**config.mk**
```make
export PLATFORM = sky130hd
export DESIGN_NAME = biquad_df1
export DESIGN_NICKNAME = d
export VERILOG_FILES = /design/src/rtl/biquad_df1.sv
export SDC_FILE = /design/constraint.sdc
export NUM_CORES = 1
export LEC_CHECK = 0
export CAP_MARGIN = 20
export CORE_ASPECT_RATIO = 1.25
export CORE_MARGIN = 3
export CORE_UTILIZATION = 40
export CTS_CLUSTER_DIAMETER = 150
export DETAILED_ROUTE_END_ITERATION = 6
export DONT_BUFFER_PORTS = 1
export GPL_ROUTABILITY_DRIVEN = 0
export PLACE_DENSITY = 0.56
export SLEW_MARGIN = 0
export SYNTH_ARGS = -nofsm -noshare
export SYNTH_HDL_FRONTEND = slang
export SYNTH_SLANG_ARGS = --single-unit
```
**constraint.sdc**
```tcl
create_clock -name clk -period 19.2 [get_ports clk]
set_input_delay 1.92 -clock clk [delete_from_list [all_inputs] [get_ports clk]]
set_output_delay 1.92 -clock clk [all_outputs]
set_load 0.005 [all_outputs]
```
**src/rtl/biquad_df1.sv**
```systemverilog
// -----------------------------------------------------------------------------
// biquad_df1 -- second-order IIR section, Direct Form I.
//
//   y[n] = b0*x[n] + b1*x[n-1] + b2*x[n-2] - a1*y[n-1] - a2*y[n-2]
//
// One shared signed multiplier is time-multiplexed by a small FSM. A sample
// is captured in IDLE, the five products are accumulated over five MAC
// cycles, and the result is scaled, saturated and written out in OUT.
// A sample therefore occupies the block for 7 clocks (capture edge to the
// next accepting edge).
//
// Ports:
//   clk        system clock, rising edge
//   rst        synchronous active-high reset
//   in         signed input sample x[n] (n bits)
//   in_valid   one-cycle strobe, sample present on in
//   b0,b1,b2   signed feed-forward coefficients, Q(c-f).f
//   a1,a2      signed feedback coefficients (subtracted), Q(c-f).f
//   out        signed filtered sample y[n], registered, held between updates
//   out_valid  one-cycle strobe, out updated
//   busy       high while a sample is in MAC or OUT
//   sat        one-cycle pulse with out_valid when y was clipped
//   drop       one-cycle pulse after an in_valid that arrived while busy
// -----------------------------------------------------------------------------
module biquad_df1 #(
    parameter int n = 12,
    parameter int c = 12,
    parameter int f = 10
) (
    input  logic                clk,
    input  logic                rst,
    input  logic signed [n-1:0] in,
    input  logic                in_valid,
    input  logic signed [c-1:0] b0,
    input  logic signed [c-1:0] b1,
    input  logic signed [c-1:0] b2,
    input  logic signed [c-1:0] a1,
    input  logic signed [c-1:0] a2,
    output logic signed [n-1:0] out,
    output logic                out_valid,
    output logic                busy,
    output logic                sat,
    output logic                drop
);

    localparam int pw = n + c;      // full product width
    localparam int aw = n + c + 3;  // accumulator width, headroom for 5 terms

    localparam logic [1:0] st_idle = 2'd0;
    localparam logic [1:0] st_mac  = 2'd1;
    localparam logic [1:0] st_out  = 2'd2;

    logic [1:0] state;
    logic [2:0] k;

    // Sample history and the sample currently being processed.
    logic signed [n-1:0] x0, x1, x2, y1, y2;

    // Coefficients latched at capture so mid-computation changes are ignored.
    logic signed [c-1:0] cb0, cb1, cb2, ca1, ca2;

    logic signed [aw-1:0] acc;

    // Shared multiplier operands and result.
    logic signed [n-1:0]  mul_s;
    logic signed [c-1:0]  mul_c;
    logic                 mul_sub;
    logic signed [pw-1:0] prod;
    logic signed [aw-1:0] acc_next;

    // Output scaling and saturation.
    logic signed [aw-1:0] y_full;
    logic                 y_ovf;
    logic signed [n-1:0]  y_sat;

    // NOTE: every signal written here gets a default first; a path that
    // leaves one unassigned would infer a latch.
    always_comb begin
        mul_s   = '0;
        mul_c   = '0;
        mul_sub = 1'b0;
        case (k)
            3'd0: begin mul_s = x0; mul_c = cb0; end
            3'd1: begin mul_s = x1; mul_c = cb1; end
            3'd2: begin mul_s = x2; mul_c = cb2; end
            3'd3: begin mul_s = y1; mul_c = ca1; mul_sub = 1'b1; end
            3'd4: begin mul_s = y2; mul_c = ca2; mul_sub = 1'b1; end
            default: ;
        endcase
    end

    // Operands are sign-extended to the product width so the multiply is
    // done at full precision without relying on context-width rules.
    assign prod = {{c{mul_s[n-1]}}, mul_s} * {{n{mul_c[c-1]}}, mul_c};

    always_comb begin
        acc_next = acc;
        if (mul_sub)
            acc_next = acc - {{(aw-pw){prod[pw-1]}}, prod};
        else
            acc_next = acc + {{(aw-pw){prod[pw-1]}}, prod};
    end

    // Arithmetic right shift floors toward minus infinity. The result fits
    // in n bits only if all bits from the sign position upward agree.
    assign y_full = acc >>> f;
    assign y_ovf  = !((&y_full[aw-1:n-1]) || !(|y_full[aw-1:n-1]));

    always_comb begin
        y_sat = y_full[n-1:0];
        if (y_ovf)
            y_sat = y_full[aw-1] ? {1'b1, {(n-1){1'b0}}} : {1'b0, {(n-1){1'b1}}};
    end

    assign busy = (state != st_idle);

    // NOTE: state is updated with non-blocking assignments so every register
    // here samples the pre-edge values, independent of statement order.
    always_ff @(posedge clk) begin
        if (rst) begin
            state     <= st_idle;
            k         <= '0;
            acc       <= '0;
            x0        <= '0;
            x1        <= '0;
            x2        <= '0;
            y1        <= '0;
            y2        <= '0;
            cb0       <= '0;
            cb1       <= '0;
            cb2       <= '0;
            ca1       <= '0;
            ca2       <= '0;
            out       <= '0;
            out_valid <= 1'b0;
            sat       <= 1'b0;
            drop      <= 1'b0;
        end else begin
            out_valid <= 1'b0;
            sat       <= 1'b0;
            // Any strobe outside IDLE, including the OUT->IDLE edge, is lost.
            drop      <= in_valid && (state != st_idle);

            case (state)
                st_idle: begin
                    if (in_valid) begin
                        x0    <= in;
                        cb0   <= b0;
                        cb1   <= b1;
                        cb2   <= b2;
                        ca1   <= a1;
                        ca2   <= a2;
                        acc   <= '0;
                        k     <= '0;
                        state <= st_mac;
                    end
                end
                st_mac: begin
                    acc <= acc_next;
                    if (k == 3'd4)
                        state <= st_out;
                    else
                        k <= k + 3'd1;
                end
                st_out: begin
                    out       <= y_sat;
                    out_valid <= 1'b1;
                    sat       <= y_ovf;
                    x2        <= x1;
                    x1        <= x0;
                    y2        <= y1;
                    y1        <= y_sat;   // feedback uses the clipped value
                    state     <= st_idle;
                end
                default: state <= st_idle;
            endcase
        end
    end

endmodule

```
### After elaboration in Yosys (flattened, before gate mapping)

Cells that the tools add are included.

| word-level totals | value |
|---|---|
| register bits after elaboration | 155 |
| output and inout port bits | 16 |
| word-level logic and storage cells | 61 |

| operators by class | value |
|---|---|
| $add $sub $neg | 3 |
| multiply operators | 1 |
| equality and inequality tests | 9 |
| mux-type cells | 15 |
| bitwise logic cells | 1 |
| reduce and logical (&&, ||, !) cells | 16 |

Operators with widths:

| kind | number |
|---|---|
| case mux 12 bit (5 select lines) | 2 |
| 2-to-1 mux 27 bit | 2 |
| case mux 27 bit (2 select lines) | 1 |
| adder 27 bit | 1 |
| subtractor 27 bit | 1 |
| multiplier 12 x 12 -> 24 bit | 1 |
| 2-to-1 mux 12 bit | 2 |
| == test 3 x 2 -> 1 bit (second input constant) | 2 |
| 2-to-1 mux 3 bit | 2 |
| inequality test 2 bit (second input constant) | 3 |
| case mux 3 bit (2 select lines) | 1 |
| AND reduction 2 bit | 3 |
| AND reduction 6 bit | 1 |
| OR reduction 6 bit | 1 |
| 2-to-1 mux 2 bit | 2 |
| case mux 2 bit (2 select lines) | 1 |
| nonzero test 2 bit | 2 |
| OR reduction 2 bit | 2 |
| adder 3 x 1 -> 3 bit (second input constant) | 1 |
| == test 3 x 1 -> 1 bit (second input constant) | 1 |
| == test 3 bit (second input constant) | 1 |
| logical NOT 3 bit | 1 |
| AND reduction 3 bit | 1 |
| == test 2 x 1 -> 1 bit (second input constant) | 1 |
| other kinds (7) | 9 |

### Longest topological paths before layout

Gate-level depths: netlist (run 1).

| depth | value |
|---|---|
| word-level depth | 6 |
| depth in mapped cells | 42 |
| gate-level depth less buffers | 36 |

### Least setup slack after synthesis (run 1)

OpenSTA, ideal clock, no wires.

| path | value |
|---|---|
| path kind | reg-to-reg |
| start point | register k[2] |
| end point | register acc[25] |
| setup time | 0.128 ns |
| data arrival time | 9.221 ns |
| required time | 19.072 ns |
| slack | 9.851 ns |
| cell stages (with the launch flop) | 37 |
| path buffers | 6 |
| cell sequence | dfxtp_1 clkbuf_1 clkbuf_1 clkbuf_1 inv_1 ha_1 clkbuf_1 clkbuf_1 a222oi_1 o21ai_0 clkbuf_1 and2_1 fa_1 ha_1 fa_1 inv_1 fa_1 fa_1 inv_1 ha_1 o21a_1 a21o_1 a21o_1 xor2_1 or4_4 or4_1 o21ai_0 xor2_1 ha_1 a21o_1 a21oi_1 nor2_1 a311o_1 a221o_1 a211oi_1 mux2i_1 nor2_1 |

| on the way | value |
|---|---|
| word-level cells in the longest chain between the ends | 6 |
| elaborated cells between the ends (all ways) | 14 |
| those cells by class | add/sub (2); mul (1); eq/ne (4); mux (5); reduce/logical (2) |

Ends and longest elaborated chain:

| item | line | text |
|---|---|---|
| start: declaration | 54 | `logic [2:0] k;` |
| start signal: assignment | 163 | `k <= k + 3'd1;` |
| == test 3 bit, or another cell as far along | 82 | `case (k)` |
| case mux 12 bit (5 select lines) | 82 |  |
| multiplier 12 x 12 -> 24 bit | 94 | `assign prod = {{c{mul_s[n-1]}}, mul_s} * {{n{mul_c[c-1]}}, mul_c};` |
| adder 27 bit / subtractor 27 bit (equally long branches) | 101, 99 |  |
| 2-to-1 mux 27 bit (*) | 98 | `if (mul_sub)` |
| case mux 27 bit (2 select lines) (*) | 144 | `case (state)` |
| end signal: assignment | 159 | `acc <= acc_next;` |
| end: declaration | 62 | `logic signed [aw-1:0] acc;` |

Mark *: on every way between the ends. The rest lies on a longest branch, timed or not.
A chain may end at the register's enable or synchronous reset.

### Final worst setup path (run 1)

| path | value |
|---|---|
| start point | register k[0] |
| end point | register acc[23] |

The elaborated chain is that of the path after synthesis.

==> flow_summary.toml, run 1 <==
[floorplanning]
start_util = 0.4119
fp-row-count = 73
core-area_um2 = 32240
dieArea_um2 = 35430
die_y_um = 209.7
ios = 91
die_x_um = 169.0

[global_routing]
overflow = 0
antenna_found_initial = 0
grt_max_degree = 161
track_usage = 0.2122
grt_pass1_wl_um = 59410
grt_pass1_vias = 10970

[layout]
regMostFlops = "acc"
diodes = 0
nets = 1903
largest_reg_flops = 27
stdcell_count = 2031
drive_gt1_frac = 0.03953
final_cell_mix = "325 x nand2_1, 190 x inv_1, 170 x a21oi_1, 155 x dfxtp_1, 140 x fa_1"
synthToLayoutAreaGrowth_pct = 7.368
layout_commonest_cell = "nand2_1"

[flow_run]
cap_violations = 0

[sta]
hold_viol = 0
setup_violations = 0
rsz0062_at_grt = "no"
fmax_mhz = 101.3
setup_tns_ns = 0
min_period_ns = 9.873
tightest_slew_ns = 1.051
final_max_slew_viol_count = 0
fin_crit_sh = 0.5142
finalClockSkew_ns = 0.01934
slew-limit-headroom = 0.2994

[clock_network]
cts.htree.levels = 4
clockRootBuffer = "clkbuf_16"
cts_tree = "yes"
cts_buffers = 17
ctsLongestPathBuffers = 2
cts.hold.buffers_added = 0
cts_resized = 0
cts_setup_buffers = 0
cts.sinks = 155
clk_latency_ns = 0.46
path_clk_slew_ns = 0.08

[worst_hold_path]
hold_end = "cb1[0]"
min_from = "cb1[0]"
holdCritPathClass = "register to register"
hold_depth = 2

[place]
dp_cells = 1999
port_buffers = 0
hpwlAfterDp_um = 28670

[worst_setup_path]
cpMostUsedCell = "inv_1"
critPathMaxStageDelay_ns = 0.86
regToRegStartpoint = "k[0]"
critical_path_class = "register to register"
crit_family = "adder cells"
reg2reg_slack_ns = 9.33
r2r_cells = 31
cp_slowest_cell = "ha_1"
cp-end-kind = "register"
rr_endpoint = "acc[23]"
cp.required_ns = 19.53
critPathBufInv = 6
cp_max_fo = 24
cp.arrival_ns = 10.21
start_kind = "register"

[route]
drcViolationCount = 9
wl_um = 37530
wl_per_cell_um = 18.48
vias = 11180
vias_per_cell = 5.502
drtAntennaViolNets = 0
drt_pass1_iterations = 7
drt_iter0_drc = 802

[synthesis]
postSynthNetCount = 1949
netlist_instances = 1652
ys_warn_count = 0
ys.flop_type = "dfxtp_1"
avgSynthCellArea_um2 = 8.038
yosysUniqueCellTypes = 58
ys_ff_latch = 155
synth-edff-count = 0
syn_area_um2 = 13280
ys_async_sr_fraction = 0
ys_seq_area_frac = 0.2337

[status]
status = "complete, but fails checks"
violations = "DRC"

[power]
vdd_ir_drop_max_v = 0.00006229
p_leak_nw = 6.194
totalPowerFinal_w = 0.001163
p_per_area_nw_per_um2 = 81.55
-- power breakdown --
part           switching, W  internal, W
sequential        0.0000180     0.000343
clock              0.000164     0.000188
combinational      0.000268     0.000181
total              0.000450     0.000713
-- worst max-delay path by stage --
stage | from | to | slack, ns | depth (start not counted)
6_report | k[0] | acc[23] | 9.33 | 31
5_1_grt | k[0] | acc[26] | 8.66 | 35
4_1_cts | k[0] | acc[23] | 9.33 | 31
3_5_place_dp | k[0] | acc[23] | 9.38 | 31
3_3_place_gp | k[2] | acc[23] | 9.29 | 30
2_1_floorplan | k[2] | acc[25] | 9.85 | 36
-- logic make-up after synthesis --
family                     count (synthesis)  share of synthesized area
xor gates and xnor gates                  60                    0.04061
and+or+nand+nor                          565                     0.1815
AOI/OAI and AO/OA                        372                     0.1764
DFF                                      155                     0.2337
muxes                                      2                   0.001508
buffers and inverters                    276                    0.07802
adders and majority gates                222                     0.2883
-- cell type report --
cell class                 count  area [um^2]
timing repair buffer          21        155.1
inverter                     190        713.2
clock inverter                15        193.9
multi-input combinational   1221         9151
fill                        3295        17980
sequential                   155         3103
tap                          412        515.5
clock buffer                  17        425.4
-- metrics by stage --
step                utilization  instance area, um^2  hold WS, ns  setup WS [ns]
floorplan                     -                13280       0.4357          9.851
global placement         0.4228                13630       0.4367          9.293
detailed placement       0.4230                13640       0.4417          9.380
CTS                      0.4422                14260       0.4504          9.330
global route             0.4422                14260       0.4695          8.664
finish                   0.4422                14260       0.4516          9.327
-- layer usage --
layer | share of wire | up-vias | GRT usage
li1 | - | 5356 | -
met1 | 0.41 | 5425 | 0.2656
met2 | 0.49 | 340 | 0.3608
met3 | 0.067 | 54 | 0.04503
met4 | 0.030 | 0 | 0.07592
met5 | 0 | - | 0
-- Yosys cell counts (16+ instances only) --
library cell	instances	area share
a222oi_1	24	0.018
dfxtp_1	155	0.23
inv_1	190	0.054
and2_1	18	0.0085
nand2b_1	16	0.0075
nand2_1	326	0.092
nor2_1	110	0.031
ha_1	82	0.077
xnor2_1	34	0.022
nand3_1	28	0.011
nor3_1	23	0.0087
o21ai_0	39	0.015
a21oi_1	170	0.064
clkbuf_1	76	0.021
o21a_1	23	0.013
fa_1	140	0.21
xor2_1	25	0.016
a22oi_1	24	0.014
-- worst reg2reg max path: cells and delay by family (launching register included) --
kind / cells / cell delay, ns
AO/OA/AOI/OAI: 11 / 3.62
AND/OR/NAND/NOR: 4 / 1.17
adder cells (fa/ha/maj): 8 / 3.87
flip-flops: 1 / 0.35
XOR/XNOR: 2 / 0.39
buffers and inverters: 6 / 0.34
Note: power is estimated with default switching activity, not from simulation.
==> run 2, diff against run 1 <==
- clock period: 19.2 -> 9.1 ns (I/O delays scaled with it)
==> run 2 against run 1 <==
The run now ends clean. Utilization up 3.0 points. First-iteration DRC count rose by 14%. Sequential share of layout area is 1.4 points lower. Register-to-register slack worse by 9.1 ns. Wire length up 3.7%. Sequential cell count unchanged. Hold slack barely moved. Cell area is 6.9% higher. Non-clock buffer count grew 112. Cell count rose by 5.6%. Critical endpoint is now acc[26].
==> flow_summary.toml, run 2 (synthesis gave the netlist of run 1 again) <==
[status]
status = "complete, no violations"

[route]
wl_per_cell_um = 18.15
drt_pass1_iterations = 7
wl_um = 38910
drt_iter0_drc = 915
drtAntennaViolNets = 0
vias_per_cell = 5.416
drcViolationCount = 0
vias = 11610

[global_routing]
antenna_found_initial = 0
overflow = 0
grt_pass1_vias = 11500
grt_max_degree = 161
track_usage = 0.2196
grt_pass1_wl_um = 61570

[worst_setup_path]
cp_slowest_cell = "fa_1"
cpMostUsedCell = "buf_4"
cp.required_ns = 9.42
cp-end-kind = "register"
r2r_cells = 37
critical_path_class = "register to register"
critPathMaxStageDelay_ns = 0.56
start_kind = "register"
cp.arrival_ns = 9.18
cp_max_fo = 12

[clock_network]
path_clk_slew_ns = 0.07
cts.sinks = 155
cts_tree = "yes"
cts.htree.levels = 4
clk_latency_ns = 0.44
ctsLongestPathBuffers = 2
clockRootBuffer = "clkbuf_16"
cts_buffers = 17

[sta]
finalClockSkew_ns = 0.008380
min_period_ns = 8.861
fin_crit_sh = 0.9738
hold_ws_ns = 0.4513
final_max_slew_viol_count = 0
slew-limit-headroom = 0.3213
hold_viol = 0
fmax_mhz = 112.8
setup_violations = 0
tightest_slew_ns = 1.018

[layout]
synthToLayoutAreaGrowth_pct = 14.76
largest_reg_flops = 27
post-route-util = 0.4727
diodes = 0
n_fill_cell = 3260
final_cell_mix = "325 x nand2_1, 189 x inv_1, 165 x a21oi_1, 155 x dfxtp_1, 140 x fa_1"
fin_area_um2 = 15240
drive_gt1_frac = 0.1178
nets = 2016
seq_area_um2 = 3103
layout_commonest_cell = "nand2_1"
regMostFlops = "acc"
multi_input_area_um2 = 9294

[worst_hold_path]
hold_depth = 2
holdCritPathClass = "register to register"

[floorplanning]
die_x_um = 169.0
fp-row-count = 73
dieArea_um2 = 35430
core-area_um2 = 32240
start_util = 0.4119
die_y_um = 209.7
ios = 91

[power]
clockPowerShare = 0.283
p_comb_frac = 0.427
p_per_area_nw_per_um2 = 171.5
p_sw_w = 0.0009741
sequentialPowerShare = 0.291
p_sw_frac = 0.3727
vdd_ir_drop_max_v = 0.0001544
p_leak_nw = 6.800
intPower_w = 0.001640

[place]
port_buffers = 0
hpwlAfterDp_um = 30360
placed_cell_area_um2 = 14400

[flow_run]
cap_violations = 0
[run 2: cell type report]
class / instances / share of cell area
Inverter: 190 / 0.04680
Clock inverter: 13 / 0.01018
Multi-Input combinational cell: 1222 / 0.6099
Tap cell: 412 / 0.03383
Sequential cell: 155 / 0.2036
Clock buffer: 19 / 0.02972
Timing Repair Buffer: 133 / 0.06601
[run 2: final timing paths]
path	startpoint	end	slack, ns
setup reg to reg	k[0]	acc[26]	0.24
hold / removal	cb1[7]	cb1[7]	0.45
hold reg to reg	cb1[7]	cb1[7]	0.45
setup / recovery	k[0]	acc[26]	0.24
[run 2: critical path, delay by kind of cell, from the launching register on]
kind	cells	cell delay (ns)
adder cells (fa/ha/maj)	8	3.35
AO/OA/AOI/OAI	8	1.72
buffers and inverters	11	1.45
XOR/XNOR	3	0.64
flip-flops	1	0.34
AND/OR/NAND/NOR	7	1.26
[run 2: timing repair]
action	in CTS	in global routing
pin swaps	1	28
resized for setup	3	43
endpoints found under the hold margin	0	0
hold buffers	0	0
cloned	0	1
endpoints found under the setup margin	3	8
buffers inserted	0	11
[run 2: metal layers]
layer | global-route usage | wire length [um] | share of wire
met3 | 0.04804 | 2632 | 0.068
met4 | 0.07451 | 1204 | 0.031
met2 | 0.3681 | 18920 | 0.49
met1 | 0.2802 | 16160 | 0.42
met5 | 0 | 0 | 0
[run 2: per-stage QoR]
stage               power (W)   TNS, ns  worst slack [ns]  cells
finish               0.002614         0            0.2386   2144
global route         0.002786  -0.09169          -0.08966   2144
CTS                  0.002601         0           0.05896   2132
detailed placement   0.001854   -0.4240           -0.1734   2100
global placement     0.001844    -1.284           -0.4327   2099
floorplan            0.001518         0          0.009227   1652
[run 2: power groups by stage]
stage	Combinational (W)	Sequential, W	Clock, W
6_report	0.00112	0.000760	0.000739
5_1_grt	0.00124	0.000765	0.000778
4_1_cts	0.00109	0.000760	0.000754
3_5_place_dp	0.00108	0.000776	0
3_3_place_gp	0.00107	0.000775	0
2_1_floorplan	0.000758	0.000761	0
==> run 3, diff against run 2 <==
- CORE_MARGIN: 3 -> 4
==> run 3 against run 2 <==
The flow now finishes with violations (DRC). Clock skew rose by 0.0022 ns. Critical path depth decreased by 5. Sequential power about the same. Power decreased by 1.6%. Non-clock buffer count is 19 lower. Critical path type unchanged. Critical endpoint is now acc[25].
==> flow_summary.toml, run 3 (synthesis gave the netlist of run 1 again) <==
[worst_setup_path]
critPathMaxStageDelay_ns = 0.55
cp_max_fo = 14
cp_slowest_cell = "or4_4"
reg2reg_slack_ns = 0.38
rr_endpoint = "acc[25]"
start_kind = "register"
cp-end-kind = "register"
regToRegStartpoint = "k[0]"
cp.required_ns = 9.44
r2r_cells = 32
cp.arrival_ns = 9.06
critical_path_class = "register to register"

[layout]
post-route-util = 0.4616
layout_commonest_cell = "nand2_1"
nets = 1996
synthToLayoutAreaGrowth_pct = 13.62
largest_reg_flops = 27
drive_gt1_frac = 0.1051
regMostFlops = "acc"
final_cell_mix = "325 x nand2_1, 189 x inv_1, 168 x a21oi_1, 152 x dfxtp_1, 140 x fa_1"
diodes = 0

[sta]
finalClockSkew_ns = 0.01057
final_max_slew_viol_count = 0
setup_tns_ns = 0
hold_viol = 0
slew-limit-headroom = 0.2980
min_period_ns = 8.725
hold_ws_ns = 0.4546
rsz0062_at_grt = "no"
fmax_mhz = 114.6
setup_violations = 0
tightest_slew_ns = 1.053
fin_crit_sh = 0.9588

[route]
drcViolationCount = 13
drt_pass1_iterations = 7
route.met3.wl_um = 2169
drtAntennaViolNets = 0
wl_um = 39000
highest_layer = "met4"
wl_per_cell_um = 18.31
wl_met1_um = 16370
wl_met2_um = 19120
vias_per_cell = 5.384
drt_iter0_drc = 718
vias = 11470

[worst_hold_path]
hold_end = "cb1[7]"
min_from = "cb1[7]"
holdCritPathClass = "register to register"
hold_depth = 2

[floorplanning]
ios = 91
die_x_um = 171.0
start_util = 0.4063
fp-row-count = 74
dieArea_um2 = 36200
core-area_um2 = 32680
die_y_um = 211.7

[status]
status = "complete, but fails checks"
violations = "DRC"

[clock_network]
cts.sinks = 155
cts.htree.levels = 4
cts_tree = "yes"
clk_latency_ns = 0.45
cts_buffers = 17
path_clk_slew_ns = 0.07
ctsLongestPathBuffers = 2
clockRootBuffer = "clkbuf_16"

[global_routing]
track_usage = 0.2191
antenna_found_initial = 0
grt_max_degree = 161
overflow = 0
grt_pass1_vias = 11490
grt_pass1_wl_um = 62070

[power]
p_per_area_nw_per_um2 = 170.5
vdd_ir_drop_max_v = 0.0001645
p_leak_nw = 6.680

[place]
port_buffers = 0
hpwlAfterDp_um = 30680

[flow_run]
cap_violations = 0
## run 3: cell count changes in the layout (fill, tap and decap cells not counted), sizes merged
| cell | change |
|---|---|
| buf | -20 |
| inv | -1 |
| clkinv | +7 |
| clkbuf | -1 |
| bufinv | -2 |
| clkinvlp | -2 |
| and2 | -1 |
## run 3: worst max-delay path by stage
stage | from | end | slack, ns | depth (start not counted)
6_report | k[0] | acc[25] | 0.38 | 32
5_1_grt | k[1] | acc[25] | 0.002 | 35
4_1_cts | k[0] | acc[25] | 0.09 | 33
3_5_place_dp | k[0] | acc[23] | 0.12 | 32
3_3_place_gp | k[0] | acc[23] | 0.18 | 32
2_1_floorplan | k[2] | acc[25] | 0.009 | 36
## run 3: power by group
group | switching [W] | leakage [nW] | internal [W]
Combinational | 0.000614 | 5.12 | 0.000483
Sequential | 0.0000378 | 1.26 | 0.000723
Clock | 0.000343 | 0.293 | 0.000370
## run 3: timing repair
item                       CTS  global route
hold buffers                 0             0
setup endpoints to repair    0             8
resized for setup            0            37
buffers inserted             0             8
## run 3: final cells by class
type	instances	area [um^2]
clock buffers	17	425.4
clock inverters	15	181.4
fillers	3308	17600
inverters	190	713.2
multi-input cells	1221	9256
flip-flops and latches	155	3109
well taps	418	523.0
repair buffers	114	879.6
## run 3: per-layer routing
metal	vias to the layer above	global-route usage
li1	5554	-
met1	5552	0.2781
met2	306	0.3713
met3	56	0.04333
met4	0	0.07789
met5	-	0
## run 3: metrics by stage
stage	instances	area, um^2	setup slack [ns]	power [W]
after floorplan	1652	13280	0.009227	0.001518
after global placement	2089	14290	0.1824	0.001834
after CTS	2121	14900	0.09029	0.002567
final	2130	15090	0.3752	0.002572
after global routing	2130	15090	0.002380	0.002754
after detailed placement	2089	14290	0.1216	0.001843
## run 3: worst max-delay path, delay by kind of cell, from the launching register on
kind	cells	cell delay, ns
compound gates	11	2.68
xor+xnor	2	0.33
fa+ha+maj	9	3.15
buf+inv	4	0.52
flops	1	0.36
mux	1	0.21
simple gates	5	1.35
